--- config.mk ---
export PLATFORM = sky130hd
export DESIGN_NAME = lif_spike_gen
export DESIGN_NICKNAME = d
export VERILOG_FILES = /design/src/rtl/lif_pkg.sv /design/src/rtl/lif_neuron_update.sv /design/src/rtl/lif_spike_gen.sv
export SDC_FILE = /design/constraint.sdc
export NUM_CORES = 1
export LEC_CHECK = 0
export CORE_UTILIZATION = 60
export DETAILED_ROUTE_END_ITERATION = 10
export HOLD_SLACK_MARGIN = 0.15
export PLACE_DENSITY = 0.82
export SLEW_MARGIN = 5
export SYNTH_ARGS = -nofsm -noshare
export SYNTH_HDL_FRONTEND = slang
export SYNTH_SLANG_ARGS = --single-unit
--- constraint.sdc ---
create_clock -name clk -period 12.18 [get_ports clk]
set_input_delay 3.045 -clock clk [delete_from_list [all_inputs] [get_ports clk]]
set_output_delay 3.045 -clock clk [all_outputs]
set_load 0.05 [all_outputs]
--- src/rtl/lif_pkg.sv ---
`default_nettype none
// ---------------------------------------------------------------------------
// lif_pkg : shared FSM encoding, timestep count and saturating add (rev 1.0)
// ---------------------------------------------------------------------------
package lif_pkg;

  localparam int LIF_TIMESTEPS = 4;

  typedef enum logic [1:0] {
    ST_ACCUM  = 2'd0,
    ST_FIRE   = 2'd1,
    ST_OUTPUT = 2'd2
  } state_e;

  // Operands arrive sign-extended to 32 bits; the result is clamped to the
  // signed range of 'width' bits and the caller truncates.
  function automatic logic signed [31:0] sat_add(input logic signed [31:0] a,
                                                 input logic signed [31:0] b,
                                                 input int unsigned width);
    logic signed [31:0] sum;
    logic signed [31:0] hi;
    logic signed [31:0] lo;
    sum = a + b;
    hi  = (32'sd1 <<< (width - 1)) - 32'sd1;
    lo  = -hi - 32'sd1;
    if (sum > hi) return hi;
    if (sum < lo) return lo;
    return sum;
  endfunction

endpackage
`default_nettype wire

--- src/rtl/lif_neuron_update.sv ---
`default_nettype none
// ---------------------------------------------------------------------------
// lif_neuron_update : one timestep of leak/integrate/compare/reset (rev 1.0)
// ---------------------------------------------------------------------------
module lif_neuron_update
  import lif_pkg::*;
#(
  parameter int ACC_WIDTH    = 14,
  parameter int MEM_WIDTH    = 16,
  parameter int THRESH_WIDTH = 15,
  parameter int LEAK_SHIFT   = 0
) (
  input  logic signed [MEM_WIDTH-1:0] v,
  input  logic signed [ACC_WIDTH-1:0] acc_t,
  input  logic [THRESH_WIDTH-1:0]     threshold,
  input  logic                        hard_mode,
  output logic signed [MEM_WIDTH-1:0] v_next,
  output logic                        spike
);

  logic signed [MEM_WIDTH-1:0] leak;
  logic signed [31:0]          v_int;
  logic signed [31:0]          thr_ext;

  assign leak = (LEAK_SHIFT == 0) ? '0 : (v >>> LEAK_SHIFT);

  always_comb begin
    // v - leak never leaves the MEM range, so only the integrate step saturates
    v_int   = sat_add(32'(v) - 32'(leak), 32'(acc_t), MEM_WIDTH);
    thr_ext = 32'(threshold);
    spike   = (v_int >= thr_ext);
    v_next  = MEM_WIDTH'(v_int);
    if (spike) begin
      v_next = hard_mode ? '0 : MEM_WIDTH'(v_int - thr_ext);
    end
  end

endmodule
`default_nettype wire

--- src/rtl/lif_spike_gen.sv ---
`default_nettype none
// ---------------------------------------------------------------------------
// lif_spike_gen : accumulates tppe partial sums and emits LIF spikes (rev 1.0)
// ---------------------------------------------------------------------------
module lif_spike_gen
  import lif_pkg::*;
#(
  parameter int TIMESTEPS    = LIF_TIMESTEPS,
  parameter int PSUM_WIDTH   = 10,
  parameter int ACC_WIDTH    = 14,
  parameter int MEM_WIDTH    = 16,
  parameter int THRESH_WIDTH = 15,
  parameter int LEAK_SHIFT   = 0,
  parameter int IDX_WIDTH    = 8
) (
  input  logic                    clk,
  input  logic                    rst,
  input  logic [PSUM_WIDTH-1:0]   psum_0,
  input  logic [PSUM_WIDTH-1:0]   psum_1,
  input  logic [PSUM_WIDTH-1:0]   psum_2,
  input  logic [PSUM_WIDTH-1:0]   psum_3,
  input  logic                    psum_valid,
  input  logic                    psum_last,
  output logic                    psum_ready,
  input  logic [THRESH_WIDTH-1:0] threshold,
  input  logic                    hard_reset_mode,
  output logic [TIMESTEPS-1:0]    spike_out,
  output logic                    spike_valid,
  input  logic                    spike_ready,
  output logic [IDX_WIDTH-1:0]    neuron_idx
);

  state_e                      state_q, state_d;
  logic signed [ACC_WIDTH-1:0] acc_q   [TIMESTEPS];
  logic signed [ACC_WIDTH-1:0] acc_d   [TIMESTEPS];
  logic signed [ACC_WIDTH-1:0] acc_sum [TIMESTEPS];
  logic signed [PSUM_WIDTH-1:0] psum_arr [TIMESTEPS];
  logic signed [MEM_WIDTH-1:0] v_q, v_d, v_next;
  logic [1:0]                  t_q, t_d;
  logic [THRESH_WIDTH-1:0]     thr_q, thr_d;
  logic                        hard_q, hard_d;
  logic [TIMESTEPS-1:0]        spike_q, spike_d;
  logic [IDX_WIDTH-1:0]        idx_q, idx_d;
  logic                        spike_t;

  assign psum_arr[0] = psum_0;
  assign psum_arr[1] = psum_1;
  assign psum_arr[2] = psum_2;
  assign psum_arr[3] = psum_3;

  generate
    for (genvar g = 0; g < TIMESTEPS; g++) begin : g_acc
      assign acc_sum[g] = ACC_WIDTH'(sat_add(32'(acc_q[g]), 32'(psum_arr[g]), ACC_WIDTH));
    end
  endgenerate

  lif_neuron_update #(
    .ACC_WIDTH    (ACC_WIDTH),
    .MEM_WIDTH    (MEM_WIDTH),
    .THRESH_WIDTH (THRESH_WIDTH),
    .LEAK_SHIFT   (LEAK_SHIFT)
  ) u_update (
    .v         (v_q),
    .acc_t     (acc_q[t_q]),
    .threshold (thr_q),
    .hard_mode (hard_q),
    .v_next    (v_next),
    .spike     (spike_t)
  );

  always_comb begin
    state_d = state_q;
    acc_d   = acc_q;
    v_d     = v_q;
    t_d     = t_q;
    thr_d   = thr_q;
    hard_d  = hard_q;
    spike_d = spike_q;
    idx_d   = idx_q;
    case (state_q)
      ST_ACCUM: begin
        if (psum_valid) begin
          acc_d = acc_sum;
          if (psum_last) begin
            state_d = ST_FIRE;
            // A zero threshold would fire on every non-negative potential
            thr_d   = (threshold == '0) ? THRESH_WIDTH'(1) : threshold;
            hard_d  = hard_reset_mode;
            t_d     = 2'd0;
            v_d     = '0;
            spike_d = '0;
          end
        end
      end
      ST_FIRE: begin
        spike_d[t_q] = spike_t;
        v_d          = v_next;
        t_d          = t_q + 2'd1;
        if (t_q == 2'(TIMESTEPS - 1)) begin
          state_d = ST_OUTPUT;
        end
      end
      ST_OUTPUT: begin
        if (spike_ready) begin
          for (int t = 0; t < TIMESTEPS; t++) begin
            acc_d[t] = '0;
          end
          idx_d   = idx_q + IDX_WIDTH'(1);
          state_d = ST_ACCUM;
        end
      end
      default: state_d = ST_ACCUM;
    endcase
  end

  always_ff @(posedge clk) begin
    if (rst) begin
      state_q <= ST_ACCUM;
      for (int t = 0; t < TIMESTEPS; t++) begin
        acc_q[t] <= '0;
      end
      v_q     <= '0;
      t_q     <= 2'd0;
      thr_q   <= THRESH_WIDTH'(1);
      hard_q  <= 1'b0;
      spike_q <= '0;
      idx_q   <= '0;
    end else begin
      state_q <= state_d;
      acc_q   <= acc_d;
      v_q     <= v_d;
      t_q     <= t_d;
      thr_q   <= thr_d;
      hard_q  <= hard_d;
      spike_q <= spike_d;
      idx_q   <= idx_d;
    end
  end

  assign psum_ready  = (state_q == ST_ACCUM);
  assign spike_valid = (state_q == ST_OUTPUT);
  assign spike_out   = spike_q;
  assign neuron_idx  = idx_q;

endmodule
`default_nettype wire

==> metrics.cfg <==
[status]
outcome = finished, final reports clean

[detailed_routing]
dr.pass1.iters = 6
ant_nets = 0
wire_per_inst_um = 18.0
drt-total-wl_um = 23300
drc_errors = 0
vias_per_cell = 6.36
vias = 8227
drt-initial-drc-count = 735

[critical_path]
cp.required_ps = 12430
cp_num_buf_inv = 1
crit_family = compound AO/OA/AOI/OAI gates
start_kind = flip-flop
cp.arrival_ps = 7030
cp_max_fo = 19
worst_setup_path_end_kind = flip-flop
slowest_stage = dfxtp_1
rrSetupSlack_ps = 5400
reg2reg_to = v_q[4]
reg2regPathDepth = 20
path_class = reg -> reg
max_stage_delay_ps = 970
path_cells = mux4_2, ha_1, nand3_1, o2111ai_1, and3_1, nor2_1, o311ai_4, nand2_2, o21a_1, ha_1, inv_1, fa_1, nand3_1, a21oi_2, o31ai_2, a41oi_2, nor3b_4, a21oi_2, and3_1, a221o_1
reg2reg_from = t_q[0]

[global_route]
antenna_found_initial = 0
grt_overflow = 0
grt_pass1_vias = 7611
grt_pass1_wl_um = 37700
track_usage = 0.322
grt_max_degree = 57

[yosys]
yosys_most_used_dff = dfxtp_1
ys_seq_area_frac = 0.239
synth_cell_type_count = 83
synth-edff-count = 0
synth_area_mm2 = 0.00873
syn-num-nets = 1216
synth_area_per_cell_um2 = 8.26
syn_inst = 1057
synth-seq-cells = 104
synth_warnings = 0
ys_async_sr_fraction = 0

[floorplanning]
die_h_um = 123
ioPinCount = 75
core_area_mm2 = 0.0140
die_area_mm2 = 0.0150
rows = 43
start_util = 0.621
die_x_um = 123

[cells_and_area]
num-fill-cells = 1122
diodes = 0
area_growth_syn_to_layout_pct = 13.0
final_common_cell = nand2_1
final_cell_mix = 119 x nand2_1, 104 x dfxtp_1, 102 x nor2_1
nets = 1268
drive_above_1_share = 0.0592

[place]
routabilityCongestion = 0.935
dp_worst_setup_slack_ps = 5570
hpwl_um = 18200
port_buffers = 74

[clock_tree]
clk-insertion-delay-late_ps = 360
holdBufCountCts = 0
cts_buffer_depth = 2
cts_tree = done
path_clk_slew_ps = 70
cts_root_buf = clkbuf_16
cts-buffers-inserted = 9
htreeDepth = 3
cts_setup_buffers = 0
ctsResizeCount = 0
cts_sinks = 104

[timing]
grt_setup_unrepaired = false
period_needed_ps = 6780
setup_ws_ps = 5400
min_period_over_period = 0.557
setup_violations = 0
fmax_mhz = 147
relSlewSlack = 0.162
slew_viol_final = 0
hold_viol = 0
skew_ps = 9.34
fin_tns_setup_ps = 0
worst-slew-pin-transition_ps = 1250

[power]
p_leak_nw = 3.96
power_w = 0.00261
ir_worst_vdd_v = 0.000156
powerDensity_mw_per_mm2 = 265

[min_path]
holdPathStages = 2
hp-start = thr_q[4]
min_to = thr_q[4]
hp-class = reg -> reg

[flow_run]
drv_cap = 0

## logic make-up after synthesis
logic type                 Yosys count  share of synthesized area
adders and majority gates          106                      0.155
xor gates and xnor gates            68                     0.0683
DFF                                104                      0.239
buffers and inverters               71                     0.0346
AOI/OAI and AO/OA                  336                      0.273
muxes                               20                     0.0432
and+or+nand+nor                    352                      0.188
## where the power goes
group,internal (W),total (W),switching (W)
logic,0.000759,0.00180,0.00104
clock network,0.000176,0.000308,0.000132
registers,0.000413,0.000500,0.0000875
total,0.00135,0.00261,0.00126
## worst max path at each step
stage	start	endpoint	depth (start not counted)	slack, ps
4_1_cts	t_q[0]	v_q[4]	20	5530
3_5_place_dp	t_q[0]	v_q[4]	20	5570
5_1_grt	t_q[0]	v_q[4]	19	5050
6_report	t_q[0]	v_q[4]	20	5400
3_3_place_gp	t_q[0]	v_q[4]	20	5730
2_1_floorplan	t_q[0]	v_q[4]	24	6410
## state kept, by name, summed over array words and instances, names as in the netlist
register	count
v_q	16
spike_out	4
acc_q	56
t_q	2
hard_q	1
thr_q	15
neuron_idx	8
state_q	2
## per-stage QoR
step                std cells  hold slack (ps)  instance area [µm²]   util
floorplan                1057              432                 8730      -
global placement         1278              446                 9540  0.680
detailed placement       1278              449                 9540  0.680
CTS                      1294              458                 9860  0.702
global route             1294              467                 9860  0.702
finish                   1294              455                 9860  0.702
## tightest hold or removal path: stages, from the launching register on
cell and delay [ps]:
dfxtp_1 310, nand2_1 50, a21oi_1 50
## cells in the mapped netlist (14+ instances only)
| cell type | instances | area (µm²) |
|---|---|---|
| nand3_1 | 26 | 130 |
| nor3_1 | 18 | 90.1 |
| a211oi_1 | 15 | 113 |
| xor2_1 | 20 | 175 |
| o21a_1 | 21 | 158 |
| clkbuf_1 | 23 | 86.3 |
| mux4_2 | 14 | 315 |
| o211ai_1 | 14 | 105 |
| a21o_1 | 22 | 165 |
| xnor2_1 | 48 | 420 |
| nor2_1 | 102 | 383 |
| o21ai_0 | 61 | 305 |
| ha_1 | 92 | 1150 |
| nand2b_1 | 15 | 93.8 |
| a221o_1 | 17 | 170 |
| a21oi_1 | 87 | 435 |
| inv_1 | 35 | 131 |
| nor2b_1 | 16 | 100 |
| nand2_1 | 119 | 447 |
| dfxtp_1 | 104 | 2080 |
## metal layers
layer  vias to the layer above  routed length [µm]  share of wire  GRT usage
met2                       298               11000           0.47      0.542
met4                         0                 827          0.036      0.136
met1                      3832               10200           0.44      0.407
met3                        56                1260          0.054     0.0516
li1                       4041                   -              -          -
met5                         -                   0              0          0
## area by class of cell
type | count | area, µm² | share of cell area
clock buffer | 12 | 267 | 0.0270
clock inverter | 4 | 51.3 | 0.00520
inverter | 35 | 131 | 0.0133
multi-input combinational | 882 | 6350 | 0.644
sequential | 104 | 2080 | 0.211
tap | 180 | 225 | 0.0228
timing repair buffer | 77 | 758 | 0.0769
(Power assumes the default switching activity.)
